===== config.mk =====
export PLATFORM = sky130hd
export DESIGN_NAME = clock_time_setter
export DESIGN_NICKNAME = d
export VERILOG_FILES = /design/src/rtl/clock_pkg.sv /design/src/rtl/button_conditioner.sv /design/src/rtl/clock_time_setter.sv
export SDC_FILE = /design/constraint.sdc
export NUM_CORES = 1
export LEC_CHECK = 0
export BUFFER_PORTS_ARGS = -buffer_cell sky130_fd_sc_hd__buf_2
export CORE_AREA = 2 2 102 104
export CTS_CLUSTER_SIZE = 40
export DETAILED_ROUTE_END_ITERATION = 8
export DIE_AREA = 0 0 104 106
export HOLD_SLACK_MARGIN = 0.12
export PLACE_DENSITY = 0.77
export SETUP_SLACK_MARGIN = 0.1
export SLEW_MARGIN = 20
export SYNTH_ARGS = -nofsm -noshare
export SYNTH_HDL_FRONTEND = slang
export SYNTH_SLANG_ARGS = --single-unit

===== constraint.sdc =====
create_clock -name clk -period 4.9 [get_ports clk]
set_input_delay 0.735 -clock clk [delete_from_list [all_inputs] [get_ports clk]]
set_output_delay 0.735 -clock clk [all_outputs]
set_load 0.03 [all_outputs]

===== src/rtl/clock_pkg.sv =====
// Shared types and BCD constants for the clock time-set front end.
package clock_pkg;

  typedef enum logic [1:0] {
    IDLE   = 2'd0,
    SET_HH = 2'd1,
    SET_MM = 2'd2,
    COMMIT = 2'd3
  } state_t;

  localparam logic [7:0] HH_MIN  = 8'h01;
  localparam logic [7:0] HH_MAX  = 8'h12;
  localparam logic [7:0] MM_MAX  = 8'h59;
  localparam logic [7:0] MM_ZERO = 8'h00;

  localparam logic [1:0] FIELD_NONE = 2'd0;
  localparam logic [1:0] FIELD_HH   = 2'd1;
  localparam logic [1:0] FIELD_MM   = 2'd2;

endpackage


===== src/rtl/button_conditioner.sv =====
// Raw pushbutton to clean press pulse: 2-flop sync, debounce, rising-edge
// pulse and optional hold-to-repeat.
module button_conditioner #(
  parameter int DEBOUNCE_CYCLES = 1_000_000,
  parameter int REPEAT_CYCLES   = 25_000_000,
  parameter bit REPEAT_EN       = 1'b0
) (
  input  logic clk,
  input  logic reset,
  input  logic btn,
  output logic pulse
);

  localparam int DB_W = $clog2(DEBOUNCE_CYCLES + 1);
  localparam int RP_W = $clog2(REPEAT_CYCLES + 1);

  logic            sync_p0;
  logic            sync_p1;
  logic            level;
  logic            level_d;
  logic [DB_W-1:0] db_cnt;
  logic [RP_W-1:0] rep_cnt;
  logic            rise;
  logic            rep_fire;

  // Bring the asynchronous button into the clock domain.
  always_ff @(posedge clk) begin
    if (reset) begin
      sync_p0 <= 1'b0;
      sync_p1 <= 1'b0;
    end else begin
      sync_p0 <= btn;
      sync_p1 <= sync_p0;
    end
  end

  // Adopt the synced value only after an unbroken run of differing samples.
  always_ff @(posedge clk) begin
    if (reset) begin
      level  <= 1'b0;
      db_cnt <= '0;
    end else if (sync_p1 == level) begin
      db_cnt <= '0;
    end else if (db_cnt == DB_W'(DEBOUNCE_CYCLES - 1)) begin
      level  <= sync_p1;
      db_cnt <= '0;
    end else begin
      db_cnt <= db_cnt + 1'b1;
    end
  end

  assign rise     = level & ~level_d;
  // rep_cnt counts cycles since the last press or repeat pulse.
  assign rep_fire = REPEAT_EN && level && !rise && (rep_cnt == RP_W'(REPEAT_CYCLES));

  // Press pulse on the debounced rising edge plus periodic repeats while held.
  always_ff @(posedge clk) begin
    if (reset) begin
      level_d <= 1'b0;
      rep_cnt <= '0;
      pulse   <= 1'b0;
    end else begin
      level_d <= level;
      pulse   <= rise | rep_fire;
      if (!level || !REPEAT_EN) begin
        rep_cnt <= '0;
      end else if (rise || rep_fire) begin
        rep_cnt <= RP_W'(1);
      end else begin
        rep_cnt <= rep_cnt + 1'b1;
      end
    end
  end

endmodule


===== src/rtl/clock_time_setter.sv =====
// Hour/minute edit front end for the 12-hour BCD clock core: button
// conditioning, edit FSM, BCD increment/sanitize and load handshake.
module clock_time_setter
  import clock_pkg::*;
#(
  parameter int DEBOUNCE_CYCLES = 1_000_000,
  parameter int REPEAT_CYCLES   = 25_000_000
) (
  input  logic       clk,
  input  logic       reset,
  input  logic       btn_mode,
  input  logic       btn_inc,
  input  logic [7:0] cur_hh,
  input  logic [7:0] cur_mm,
  output logic [7:0] set_hh,
  output logic [7:0] set_mm,
  output logic       load_valid,
  input  logic       load_ready,
  output logic       editing,
  output logic [1:0] field_sel
);

  state_t     state;
  state_t     state_next;
  logic [7:0] hh_next;
  logic [7:0] mm_next;
  logic       mode_pulse;
  logic       inc_pulse;

  // 12 wraps to 01; low digit 9 carries into the tens digit.
  function automatic logic [7:0] inc_hh(input logic [7:0] hh);
    if (hh == HH_MAX)        return HH_MIN;
    else if (hh[3:0] == 4'd9) return {hh[7:4] + 4'd1, 4'd0};
    else                      return hh + 8'd1;
  endfunction

  // 59 wraps to 00; low digit 9 carries into the tens digit.
  function automatic logic [7:0] inc_mm(input logic [7:0] mm);
    if (mm == MM_MAX)        return MM_ZERO;
    else if (mm[3:0] == 4'd9) return {mm[7:4] + 4'd1, 4'd0};
    else                      return mm + 8'd1;
  endfunction

  // Anything other than a legal 01..12 hour captures as 12.
  function automatic logic [7:0] sanitize_hh(input logic [7:0] hh);
    if ((hh[7:4] == 4'd0 && hh[3:0] != 4'd0 && hh[3:0] <= 4'd9) ||
        (hh[7:4] == 4'd1 && hh[3:0] <= 4'd2))
      return hh;
    else
      return HH_MAX;
  endfunction

  // Anything other than a legal 00..59 minute captures as 00.
  function automatic logic [7:0] sanitize_mm(input logic [7:0] mm);
    if (mm[7:4] <= 4'd5 && mm[3:0] <= 4'd9) return mm;
    else                                    return MM_ZERO;
  endfunction

  button_conditioner #(
    .DEBOUNCE_CYCLES (DEBOUNCE_CYCLES),
    .REPEAT_CYCLES   (REPEAT_CYCLES),
    .REPEAT_EN       (1'b0)
  ) u_mode (
    .clk   (clk),
    .reset (reset),
    .btn   (btn_mode),
    .pulse (mode_pulse)
  );

  button_conditioner #(
    .DEBOUNCE_CYCLES (DEBOUNCE_CYCLES),
    .REPEAT_CYCLES   (REPEAT_CYCLES),
    .REPEAT_EN       (1'b1)
  ) u_inc (
    .clk   (clk),
    .reset (reset),
    .btn   (btn_inc),
    .pulse (inc_pulse)
  );

  // Next state and edited fields; mode outranks inc in the same cycle.
  always_comb begin
    state_next = state;
    hh_next    = set_hh;
    mm_next    = set_mm;
    unique case (state)
      IDLE: begin
        if (mode_pulse) begin
          hh_next    = sanitize_hh(cur_hh);
          mm_next    = sanitize_mm(cur_mm);
          state_next = SET_HH;
        end
      end
      SET_HH: begin
        if (mode_pulse)     state_next = SET_MM;
        else if (inc_pulse) hh_next    = inc_hh(set_hh);
      end
      SET_MM: begin
        if (mode_pulse)     state_next = COMMIT;
        else if (inc_pulse) mm_next    = inc_mm(set_mm);
      end
      COMMIT: begin
        if (load_ready) state_next = IDLE;
      end
      default: state_next = IDLE;
    endcase
  end

  // State register.
  always_ff @(posedge clk) begin
    if (reset) state <= IDLE;
    else       state <= state_next;
  end

  // Edited time registers; untouched in COMMIT so the offer stays stable.
  always_ff @(posedge clk) begin
    if (reset) begin
      set_hh <= HH_MAX;
      set_mm <= MM_ZERO;
    end else begin
      set_hh <= hh_next;
      set_mm <= mm_next;
    end
  end

  assign load_valid = (state == COMMIT);
  assign editing    = (state != IDLE);
  assign field_sel  = (state == SET_HH) ? FIELD_HH :
                      (state == SET_MM) ? FIELD_MM : FIELD_NONE;

endmodule


# Yosys cells after proc, flatten, opt, wreduce, memory -nomap -nowiden
# Index checks and enable logic that the tools add are counted.
[totals] latch_bits=0 n_memories=0 out_inout_bits=20 word_cells=103 mem_bits_ro=0 input_bits=21 regBits=93 mem_bits_rw=0
[classes] multipliers=0 shift=0 order_cmp=4 n_eq_ne=21 n_div=0 n_mux=22 n_addsub=7 bitwise_logic=8 reduce_logical=24
[ops] op="$mux W8" count=12
[ops] op="$add A20 B1 Y20 const B" count=2
[ops] op="$eq A20 B20 Y1 const B" count=2
[ops] op="$pmux W8 S2" count=2
[ops] op="$add A25 B1 Y25 const B" count=1
[ops] op="$eq A25 B25 Y1 const B" count=1
[ops] op="$add A8 B1 Y8 const B" count=2
[ops] op="$mux W2" count=6
[ops] op="$ne A2 B1 Y1 const B" count=6
[ops] op="$reduce_and A4 Y1" count=3
[ops] op="$reduce_or A3 Y1" count=3
[ops] op="$add A4 B1 Y4 const B" count=2
[ops] op="$eq A4 B4 Y1 const B" count=2
[ops] op="$eq A8 B5 Y1 const B" count=1
[ops] op="$eq A8 B7 Y1 const B" count=1
[ops] op="$le A4 B4 Y1 const B" count=2
[ops] op="$pmux W2 S4" count=1
[ops] op="$logic_and A1 B1 Y1" count=6
[ops] op="$reduce_bool A2 Y1" count=3
[ops] op="$not A1 Y1" count=5
[ops] op="$eq A2 B2 Y1 const B" count=2
[ops] op="$eq A4 B1 Y1 const B" count=1
[ops] op="$le A4 B2 Y1 const B" count=1
[ops] op="$le A4 B3 Y1 const B" count=1
[ops] op="13 further kinds" count=18

# Longest topological paths before layout
# Gate-level depths: netlist (run 1).
[depth] word_depth=7 ltp_mapped=7 mapped_depth_nobuf=6

# Cells and area by module
# A second synthesis (run 1) with hierarchy kept.
[hier_totals] hier_cells=550 hier_area_um2=4858.4
[modules_own_cells] module="button_conditioner at u_inc" seq_area_each_um2=1001.0 cells_per_inst=259 area_each_um2=2260.9 n_inst=1
[modules_own_cells] module="clock_time_setter" seq_area_each_um2=360.3 cells_per_inst=174 area_each_um2=1460.2 n_inst=1
[modules_own_cells] module="button_conditioner at u_mode" seq_area_each_um2=500.5 cells_per_inst=117 area_each_um2=1137.3 n_inst=1

# Worst setup path after synthesis (run 1)
# OpenSTA, ideal clock, no wires.
[synth_path] path_type="register -> register" start="reg set_mm[0]" end="reg set_mm[7]" synth_period_minus_slack_ns=2.062 arrival_ns=1.988 path_stages_with_launch=7 slack_ns=2.838 path_buffers=1 setup_time_ns=0.074 path_cell_list="dfxtp_1 > ha_1 > and3b_1 > clkbuf_1 > o2111ai_1 > or4_1 > a31oi_1"
[synth_between] elab_chain_cells=6
[synth_lines] item="start: declaration" line_no="clock_time_setter.sv:16" text="output logic [7:0] set_mm,"
[synth_lines] item="start signal: assignment" line_no="clock_time_setter.sv:122" text="set_mm <= mm_next;"
[synth_lines] item="$add A8 B1 Y8 or $eq A4 B4 Y1 (tied branches)" line_no="clock_time_setter.sv:41, clock_time_setter.sv:40"
[synth_lines] item="$mux W8" line_no="clock_time_setter.sv:40" text="else if (mm[3:0] == 4'd9) return {mm[7:4] + 4'd1, 4'd0};"
[synth_lines] item="$mux W8 *" line_no="clock_time_setter.sv:39" text="if (mm == MM_MAX) return MM_ZERO;"
[synth_lines] item="$mux W8 *" line_no="clock_time_setter.sv:100" text="else if (inc_pulse) mm_next = inc_mm(set_mm);"
[synth_lines] item="$mux W8 *" line_no="clock_time_setter.sv:99" text="if (mode_pulse) state_next = COMMIT;"
[synth_lines] item="$pmux W8 S2 *" line_no="clock_time_setter.sv:86" text="unique case (state)"
# Every way passes the cells marked *; elsewhere a longest branch is shown, timed or not. The select of a mux whose other input is x is not followed.
# A chain may end at the register's enable or synchronous reset.

# Worst setup path after layout (run 1)
[layout_path] start="reg u_inc.rep_cnt[6]" end="reg u_inc.rep_cnt[5]"
[layout_between] elab_chain_cells=4
[layout_lines] item="start: declaration" line_no="button_conditioner.sv:22" text="logic [RP_W-1:0] rep_cnt;"
[layout_lines] item="start signal: assignment" line_no="button_conditioner.sv:70" text="rep_cnt <= rep_cnt + 1'b1;"
[layout_lines] item="$eq A25 B25 Y1" line_no="button_conditioner.sv:54" text="assign rep_fire = REPEAT_EN && level && !rise && (rep_cnt == RP_W'(REPEAT_CYCLES));"
[layout_lines] item="$logic_and A1 B1 Y1" line_no="button_conditioner.sv:54"
[layout_lines] item="$logic_or A1 B1 Y1" line_no="button_conditioner.sv:67" text="end else if (rise || rep_fire) begin"
[layout_lines] item="$reduce_or A3 Y1 (no line)"
# No other way between the ends.

==> results of run 1 <==
## area by class of cell
class                      instances  area [sq um]  area share [%]
clock inverter                     7          62.6            1.19
inverter                          27           101            1.93
tap                              136           170            3.24
multi-input combinational        424          2740            52.1
clock buffer                       9           124            2.35
sequential                        93          1860            35.4
timing repair buffer              40           200            3.81
## sequential cells by signal (all words and copies together) (netlist names), 2 cells and up
signal	flops
u_inc.rep_cnt	25
u_inc.db_cnt	20
set_hh	8
state	2
u_mode.db_cnt	20
set_mm	8
## through the flow
step,total power [mW],hold WS (ns)
finish,1.32,0.391
global route,1.38,0.417
CTS,1.34,0.392
detailed placement,0.850,0.379
global placement,0.847,0.373
floorplan,0.826,0.367
## cells in the final DEF, fill, tap and decap left out, types with 7 or more instances in the layout
cell type | netlist | layout
clkbuf_8 | 0 | 9
xnor2_1 | 26 | 26
nand3_1 | 30 | 30
nor4_1 | 7 | 7
and3_1 | 9 | 9
nand2_1 | 33 | 33
inv_1 | 27 | 27
or3_1 | 19 | 19
nand4_1 | 13 | 13
o31ai_1 | 13 | 13
a31oi_1 | 7 | 7
and4_1 | 9 | 9
o21ai_0 | 29 | 29
nor2b_1 | 10 | 10
nor3_1 | 12 | 12
xor2_1 | 13 | 13
or4_1 | 17 | 17
a21oi_1 | 35 | 35
nor2_1 | 55 | 55
buf_2 | 0 | 40
dfxtp_1 | 93 | 93
ha_1 | 15 | 15
## power by group through the flow
stage	combinational, mW	sequential [mW]	clock, mW
5_1_grt	0.0785	0.763	0.538
4_1_cts	0.0699	0.762	0.505
3_3_place_gp	0.0674	0.780	0
6_report	0.0703	0.762	0.492
2_1_floorplan	0.0472	0.779	0
3_5_place_dp	0.0701	0.780	0
## routing by layer
metal	up-vias	share of wire [%]
li1	2129	-
met1	1990	46
met2	77	49
met3	15	3.1
met4	0	1.6
met5	-	0
## kinds of logic (layout without fill, tap and decap cells)
| group | Yosys count | count (layout) | synth area share (%) |
|---|---|---|---|
| and+or+nand+nor | 251 | 251 | 29.8 |
| xor gates and xnor gates | 39 | 39 | 7.11 |
| DFF | 93 | 93 | 38.8 |
| buffers and inverters | 48 | 83 | 4.22 |
| adders and majority gates | 15 | 15 | 3.91 |
| AOI/OAI and AO/OA | 116 | 116 | 15.5 |
| muxes | 3 | 3 | 0.651 |
## critical path: stages (launching register included)
cell and delay (ns):
dfxtp_1 0.51, or4b_1 0.45, or4_1 0.52, o211ai_2 0.79, nor2_1 0.12
## worst max path at each step
stage                     start                end  slack [ns]  cells past startpoint
6_report       u_inc.rep_cnt[6]   u_inc.rep_cnt[5]        2.36                      4
5_1_grt        u_inc.rep_cnt[6]  u_inc.rep_cnt[19]        2.21                      4
4_1_cts        u_inc.rep_cnt[6]   u_inc.rep_cnt[5]        2.38                      4
3_5_place_dp   u_inc.rep_cnt[6]   u_inc.rep_cnt[5]        2.38                      4
3_3_place_gp   u_inc.rep_cnt[6]   u_inc.rep_cnt[2]        2.45                      4
2_1_floorplan         set_mm[0]          set_mm[7]        2.84                      6
==> results.cfg, run 1 <==
[sta]
setup-tns-final_ns = 0
fmax_ghz = 0.393
setup_viol = 0
worst_slew_pin_slew_ns = 0.976
drv_slew = 0
period_minus_slack_ns = 2.54
max-slew-margin-rel_pct = 34.8
finalHoldViolCount = 0
setup_ws_ns = 2.36
period_share_pct = 51.9
rsz0062_at_grt = false
clock_skew_ns = 0.0116

[logic_synthesis]
synth.yosys.seq_area_share_pct = 38.7
synth_fp_nets = 601
async_flop_share_pct = 0
synth_common_cells = dfxtp_1 (93), nor2_1 (55), a21oi_1 (35)
ys.warnings.count = 0
synthMostInstantiatedCell = dfxtp_1
synth_area_leaders = dfxtp_1 (39%), xnor2_1 (4.7%), nor2_1 (4.3%)
synth-seq-cells = 93
synth_top_area_share_pct = 38.8
synth_edf_count = 0
yosysUniqueCellTypes = 58
netlist_area_sq_um = 4800
synthFlopType = dfxtp_1
synth_cells = 565
synth_area_per_cell_sq_um = 8.50
yosysTopAreaCell = dfxtp_1

[setup_path]
critPathLaunchType = flip-flop
reg2reg_from = u_inc.rep_cnt[6]
reg2regPathDepth = 4
crit_path_max_fanout = 23
crit_required_ns = 5.11
critical_path_class = flip-flop to flip-flop
endpoint_kind = flip-flop
timing.rr.end = u_inc.rep_cnt[5]
cp_data_arrival_time_ns = 2.76
rrSetupSlack_ns = 2.36

[min_path]
hold_end = u_mode.pulse
hold_start = u_mode.level_d
hold_depth = 1
hold_class = flip-flop to flip-flop

[run_status]
status = complete, no violations

[cts]
clkTransAtPathRegs_ns = 0.09
cts_buffers = 9
ctsResizeCount = 0
insertion_delay_ns = 0.37
cts_tree = yes
clockBufferDepth = 2
ctsHoldBuffers = 0
htree_levels = 3
ctsRootBufferMaster = clkbuf_8
cts_sinks = 93
cts_setup_buffers = 0

[grt]
use_met3_pct = 3.49
grt_use_total_pct = 18.3
grt_pass1_vias = 3928
overflow = 0
grt_pass1_wl_mm = 17.2
grt_max_degree = 30
grt_use_met1_pct = 22.6
grt_antenna_before_repair = 0
met2_usage_pct = 31.1
grt-busiest-layer = met2

[final_layout]
fillerInstances = 968
n_antenna_cell = 0
utilization_pct = 52.6
drive_above_1_share_pct = 11.5
area_delta_synth_final_pct = 9.48
fin_area_sq_um = 5260
final_nets = 631
final_cells = 736

[detailed_routing]
firstDrtPassIters = 5
dr_total_vias = 4211
vias_per_cell = 5.72
antenna_left = 0
drc_errors = 0
drtIter0Drc = 177
totalWireLength_mm = 9.80
wl_per_cell_um = 13.3

[pwr]
power_frac_clock_pct = 37.1
leakagePower_nw = 1.69
switching_share_pct = 26.0
intPower_mw = 0.980
p_comb_share_pct = 5.3
peakVddDrop_v = 0.000115
power_frac_seq_pct = 57.5
pwr_density_cell_nw_per_um2 = 252
power_switching_mw = 0.344

[floorplan]
io_pins = 41
fp.dieArea_sq_um = 11000
chipWidth_um = 104
start_util_pct = 48.0
core_sq_um = 10000
num_rows = 37
dieHeight_um = 106

[placement]
gp_congestion = 0.867
place_hpwl_mm = 7.09
dp_slack_ns = 2.38
place_area_sq_um = 5070
place.port_buffers = 40
dp_cells = 720

[run]
cap_viol_max_count = 0
Power figures use the tool's default switching activity.
==> run 2, diff against run 1 <==
--- a/config.mk
+++ b/config.mk
@@ -11,7 +11,7 @@
 export DETAILED_ROUTE_END_ITERATION = 8
 export DIE_AREA = 0 0 104 106
 export HOLD_SLACK_MARGIN = 0.12
-export PLACE_DENSITY = 0.77
+export PLACE_DENSITY = 0.8
 export SETUP_SLACK_MARGIN = 0.1
 export SLEW_MARGIN = 20
 export SYNTH_ARGS = -nofsm -noshare
==> constraint.sdc (replaced) <==
create_clock -name clk -period 2.1 [get_ports clk]
set_input_delay 0.315 -clock clk [delete_from_list [all_inputs] [get_ports clk]]
set_output_delay 0.315 -clock clk [all_outputs]
set_load 0.03 [all_outputs]
==> run 2 against run 1 <==
Critical path depth increased by 1. Register-to-register slack got worse by 2.3 ns. Worst hold slack got worse by 0.22 ns. Combinational power increased to 2.6 times the previous value. Setup slack got worse by 2.3 ns. First-iteration DRC count decreased by 33%. Via count increased by 4.0%. Cell area increased by 6.7%.
==> results.cfg, run 2 (synthesized netlist as in run 1, its figures left out) <==
[grt]
grt_pass1_wl_mm = 18.3
grt_pass1_vias = 4185
grt_antenna_before_repair = 0
grt_max_degree = 24
grt_use_total_pct = 19.5
overflow = 0

[placement]
place.port_buffers = 40
dp_cells = 740
place_hpwl_mm = 7.71
gp_congestion = 0.926

[detailed_routing]
antenna_left = 0
drc_errors = 0
totalWireLength_mm = 10.8
drtIter0Drc = 118
wl_per_cell_um = 14.3
dr_total_vias = 4379
firstDrtPassIters = 6
vias_per_cell = 5.77

[sta]
finalHoldViolCount = 0
hold_slack_ns = 0.173
drv_slew = 0
max-slew-margin-rel_pct = 66.7
clock_skew_ns = 0.00980
worst_slew_pin_slew_ns = 0.495
setup-tns-final_ns = 0
rsz0062_at_grt = true
fmax_ghz = 0.497
setup_viol = 0
period_share_pct = 95.9
period_minus_slack_ns = 2.01

[cts]
clkTransAtPathRegs_ns = 0.10
ctsRootBufferMaster = clkbuf_8
htree_levels = 3
ctsHoldBuffers = 0
clockBufferDepth = 2
cts_sinks = 93
insertion_delay_ns = 0.36
cts_tree = yes
cts_buffers = 9

[final_layout]
drive_above_1_share_pct = 17.5
layout_commonest_cell = dfxtp_1
final_cells = 759
final_nets = 654
largest_reg_flops = 25
layout_common_cells = dfxtp_1 (87), nor2_1 (55), buf_2 (40), a21oi_1 (34), nand2_1 (33)
n_antenna_cell = 0
area_delta_synth_final_pct = 16.8
fillerInstances = 901
top_register = u_inc.rep_cnt
utilization_pct = 56.1
top_regs = u_inc.rep_cnt (25), u_inc.db_cnt (20), u_mode.db_cnt (20)

[setup_path]
critical_path_class = flip-flop to flip-flop
reg2regPathDepth = 5
timing.rr.end = u_inc.rep_cnt[19]
cp_data_arrival_time_ns = 2.26
rrSetupSlack_ns = 0.09
endpoint_kind = flip-flop
setup.worst_path.end = u_inc.rep_cnt[19]
crit_path_max_fanout = 11
reg2reg_from = u_inc.rep_cnt[5]
critPathLaunchType = flip-flop
startpoint = u_inc.rep_cnt[5]
crit_required_ns = 2.34

[floorplan]
chipWidth_um = 104
core_sq_um = 10000
start_util_pct = 48.0
io_pins = 41
fp.dieArea_sq_um = 11000
dieHeight_um = 106
num_rows = 37

[pwr]
peakVddDrop_v = 0.000482
pwr_density_cell_nw_per_um2 = 607
leakagePower_nw = 1.85

[run]
cap_viol_max_count = 0

[run_status]
status = complete, no violations

[min_path]
hold_class = input pin to flip-flop
run 2: cell types whose count changed in the layout (fill, tap and decap cells not counted), sizes merged:
cell,delta
clkinvlp,+1
inv,-4
buf,+22
clkbuf,+2
bufinv,+3
clkinv,-1
run 2: worst min path at each step:
stage	cells after the start	slack, ns	startpoint	endpoint
4_1_cts	2	0.15	btn_inc	u_inc.sync_p0
3_5_place_dp	1	0.38	u_mode.level_d	u_mode.pulse
2_1_floorplan	1	0.37	u_mode.level_d	u_mode.pulse
5_1_grt	2	0.16	btn_mode	u_mode.sync_p0
6_report	2	0.17	btn_inc	u_inc.sync_p0
3_3_place_gp	1	0.37	u_mode.level_d	u_mode.pulse
run 2: cell type report:
cell class,instances,area [sq um],area share (%)
Multi-Input combinational cell,424,2800,50.0
Sequential cell,93,1870,33.3
Timing Repair Buffer,63,419,7.47
Tap cell,136,170,3.03
Clock buffer,10,138,2.45
Clock inverter,6,110,1.96
Inverter,27,101,1.81
run 2: stage by stage:
stage | setup slack [ns] | power (mW) | cell area, sq um
floorplan | 0.141 | 1.93 | 4810
global placement | 0.161 | 1.98 | 5250
detailed placement | 0.122 | 1.99 | 5250
CTS | 0.116 | 3.42 | 5500
global route | 0.0473 | 3.52 | 5610
finish | 0.0870 | 3.40 | 5610
run 2: critical path: stages (launching register included):
cell	delay (ns)
dfxtp_1	0.34
or4b_1	0.52
or4_4	0.52
o211ai_4	0.25
clkbuf_16	0.21
a21oi_1	0.05
run 2: what timing repair did:
item	in CTS	in global routing
setup endpoints to repair	0	49
setup buffers	0	2
gates resized for setup	0	19
run 2: routing by layer:
metal / vias to the layer above / global-route usage, % / wire, um
li1: 2182 / - / -
met1: 2105 / 22.3 / 4670
met2: 80 / 36.0 / 5690
met3: 12 / 4.05 / 356
met4: 0 / 6.85 / 128
met5: - / 0 / 0
run 2: report_power, final:
group / leakage (nW) / switching, mW / total, mW / internal [mW]
Sequential: 0.753 / 0.00719 / 1.78 / 1.77
Clock: 0.119 / 0.620 / 1.44 / 0.821
Combinational: 0.980 / 0.112 / 0.184 / 0.0726
==> run 3, diff against run 2 <==
--- a/config.mk
+++ b/config.mk
@@ -12,6 +12,7 @@
 export DIE_AREA = 0 0 104 106
 export HOLD_SLACK_MARGIN = 0.12
 export PLACE_DENSITY = 0.8
+export REMOVE_ABC_BUFFERS = 1
 export SETUP_SLACK_MARGIN = 0.1
 export SLEW_MARGIN = 20
 export SYNTH_ARGS = -nofsm -noshare
==> run 3 against run 2 <==
Fmax rose by 4.0%. Clock skew barely moved. Non-clock buffer count rose by 3. Via count fell by 0.48%. Setup slack improved by 0.077 ns. Global-route usage fell by 0.25 points. Routed wire length fell by 2.3%. Critical path type unchanged. Largest cell class unchanged. Highest routed layer unchanged.
==> results.cfg, run 3 (synthesized netlist as in run 1, its figures left out) <==
[final_layout]
largest_reg_flops = 25
fillerInstances = 921
top_regs = u_inc.rep_cnt (25), u_inc.db_cnt (20), u_mode.db_cnt (20)
area_delta_synth_final_pct = 15.5
final_nets = 657
n_antenna_cell = 0
layout_commonest_cell = dfxtp_1
fin_area_sq_um = 5550
top_register = u_inc.rep_cnt
drive_above_1_share_pct = 18.2
layout_common_cells = dfxtp_1 (86), nor2_1 (54), buf_2 (40), a21oi_1 (33), nand2_1 (32)

[detailed_routing]
drc_errors = 0
firstDrtPassIters = 7
vias_per_cell = 5.72
dr_total_vias = 4358
totalWireLength_mm = 10.6
wl_per_cell_um = 13.9
antenna_left = 0
drtIter0Drc = 200

[grt]
overflow = 0
grt_pass1_wl_mm = 17.9
grt_max_degree = 16
grt_pass1_vias = 4112
grt_use_total_pct = 19.3
grt_antenna_before_repair = 0

[sta]
rsz0062_at_grt = true
fmax_ghz = 0.517
period_minus_slack_ns = 1.94
drv_slew = 0
worst_slew_pin_slew_ns = 0.502
clock_skew_ns = 0.0102
period_share_pct = 92.2
setup_viol = 0
max-slew-margin-rel_pct = 66.2
setup_ws_ns = 0.164
finalHoldViolCount = 0

[placement]
place.port_buffers = 40
place_area_sq_um = 5250
gp_congestion = 0.909
dp_slack_ns = 0.0900
place_hpwl_mm = 7.51

[pwr]
pwr_density_cell_nw_per_um2 = 576
leakagePower_nw = 1.85
peakVddDrop_v = 0.000279
totalPowerFinal_mw = 3.20

[floorplan]
start_util_pct = 48.0
chipWidth_um = 104
core_sq_um = 10000
fp.dieArea_sq_um = 11000
dieHeight_um = 106
io_pins = 41
num_rows = 37

[setup_path]
max_stage_delay_ns = 0.55
critPathSlowestCell = or4_4
crit_path_cell_trace = or4_1, or4_4, or3_1, a21oi_1
endpoint_kind = flip-flop
critical-path-top-delay-family = simple AND/OR/NAND/NOR gates
critPathLaunchType = flip-flop
reg2reg_from = u_inc.db_cnt[10]
cp_data_arrival_time_ns = 2.23
crit_required_ns = 2.40
critical_path_class = flip-flop to flip-flop
cp_num_buf_inv = 0
crit_path_max_fanout = 5
startpoint = u_inc.db_cnt[10]

[run]
cap_viol_max_count = 0

[cts]
cts_tree = yes
cts_buffers = 9
cts_sinks = 93
htree_levels = 3
ctsRootBufferMaster = clkbuf_8
insertion_delay_ns = 0.37
clkTransAtPathRegs_ns = 0.08
ctsHoldBuffers = 0
clockBufferDepth = 2

[min_path]
hold_start = btn_inc
hold_class = input pin to flip-flop

[run_status]
status = complete, no violations
-- run 3: changes by cell type in the layout (fill, tap and decap cells not counted), moves of 2 or more --
cell        change
bufinv_16       -2
clkinvlp_4      -2
clkbuf_1        +2
buf_4           +5
buf_12          -2
-- run 3: layer usage --
layer  vias up  part of all wire, %  GRT usage, %
li1       2178                    -             -
met4         0                  2.0          8.88
met5         -                    0             0
met2       102                   50          34.1
met1      2062                   44          22.6
met3        16                  4.0          3.74
-- run 3: power breakdown --
part	switching, mW	internal [mW]	leakage [nW]
logic	0.114	0.0811	0.992
registers	0.00701	1.77	0.754
clock network	0.608	0.617	0.104
total	0.729	2.47	1.85
-- run 3: repair_timing --
action | in CTS | in global routing
gates cloned | 0 | 0
setup buffers | 0 | 2
pin swaps | 0 | 4
setup endpoints to repair | 2 | 37
hold endpoints to repair | 0 | 0
resized for setup | 3 | 23
-- run 3: area by class of cell --
cell class              count  area (sq um)  share of cell area [%]
repair buffers             66           403                    7.26
clock inverters             3          43.8                   0.789
inverters                  27           101                    1.83
multi-input cells         424          2800                    50.5
clock buffers              13           159                    2.86
well taps                 136           170                    3.07
flip-flops and latches     93          1870                    33.7
-- run 3: worst paths after layout --
check                        to  slack, ns  depth (start not counted)
setup / recovery    u_inc.level       0.16                          4
hold reg to reg    u_mode.pulse       0.39                          1
hold / removal    u_inc.sync_p0       0.15                          2
setup reg to reg    u_inc.level       0.16                          4
-- run 3: stage by stage --
step / utilization (%) / setup TNS [ns] / std cells / hold WS [ns]
after floorplan: - / -1.20 / 544 / 0.367
after global placement: 52.5 / 0 / 744 / 0.376
after detailed placement: 52.5 / 0 / 744 / 0.377
after CTS: 54.7 / 0 / 760 / 0.140
after global routing: 55.5 / 0 / 762 / 0.160
final: 55.5 / 0 / 762 / 0.155
-- run 3: worst register-to-register path, stage by stage (launching register included) --
cell     delay [ns]
dfxtp_2        0.35
or4_1          0.52
or4_4          0.55
or3_1          0.32
a21oi_1        0.14
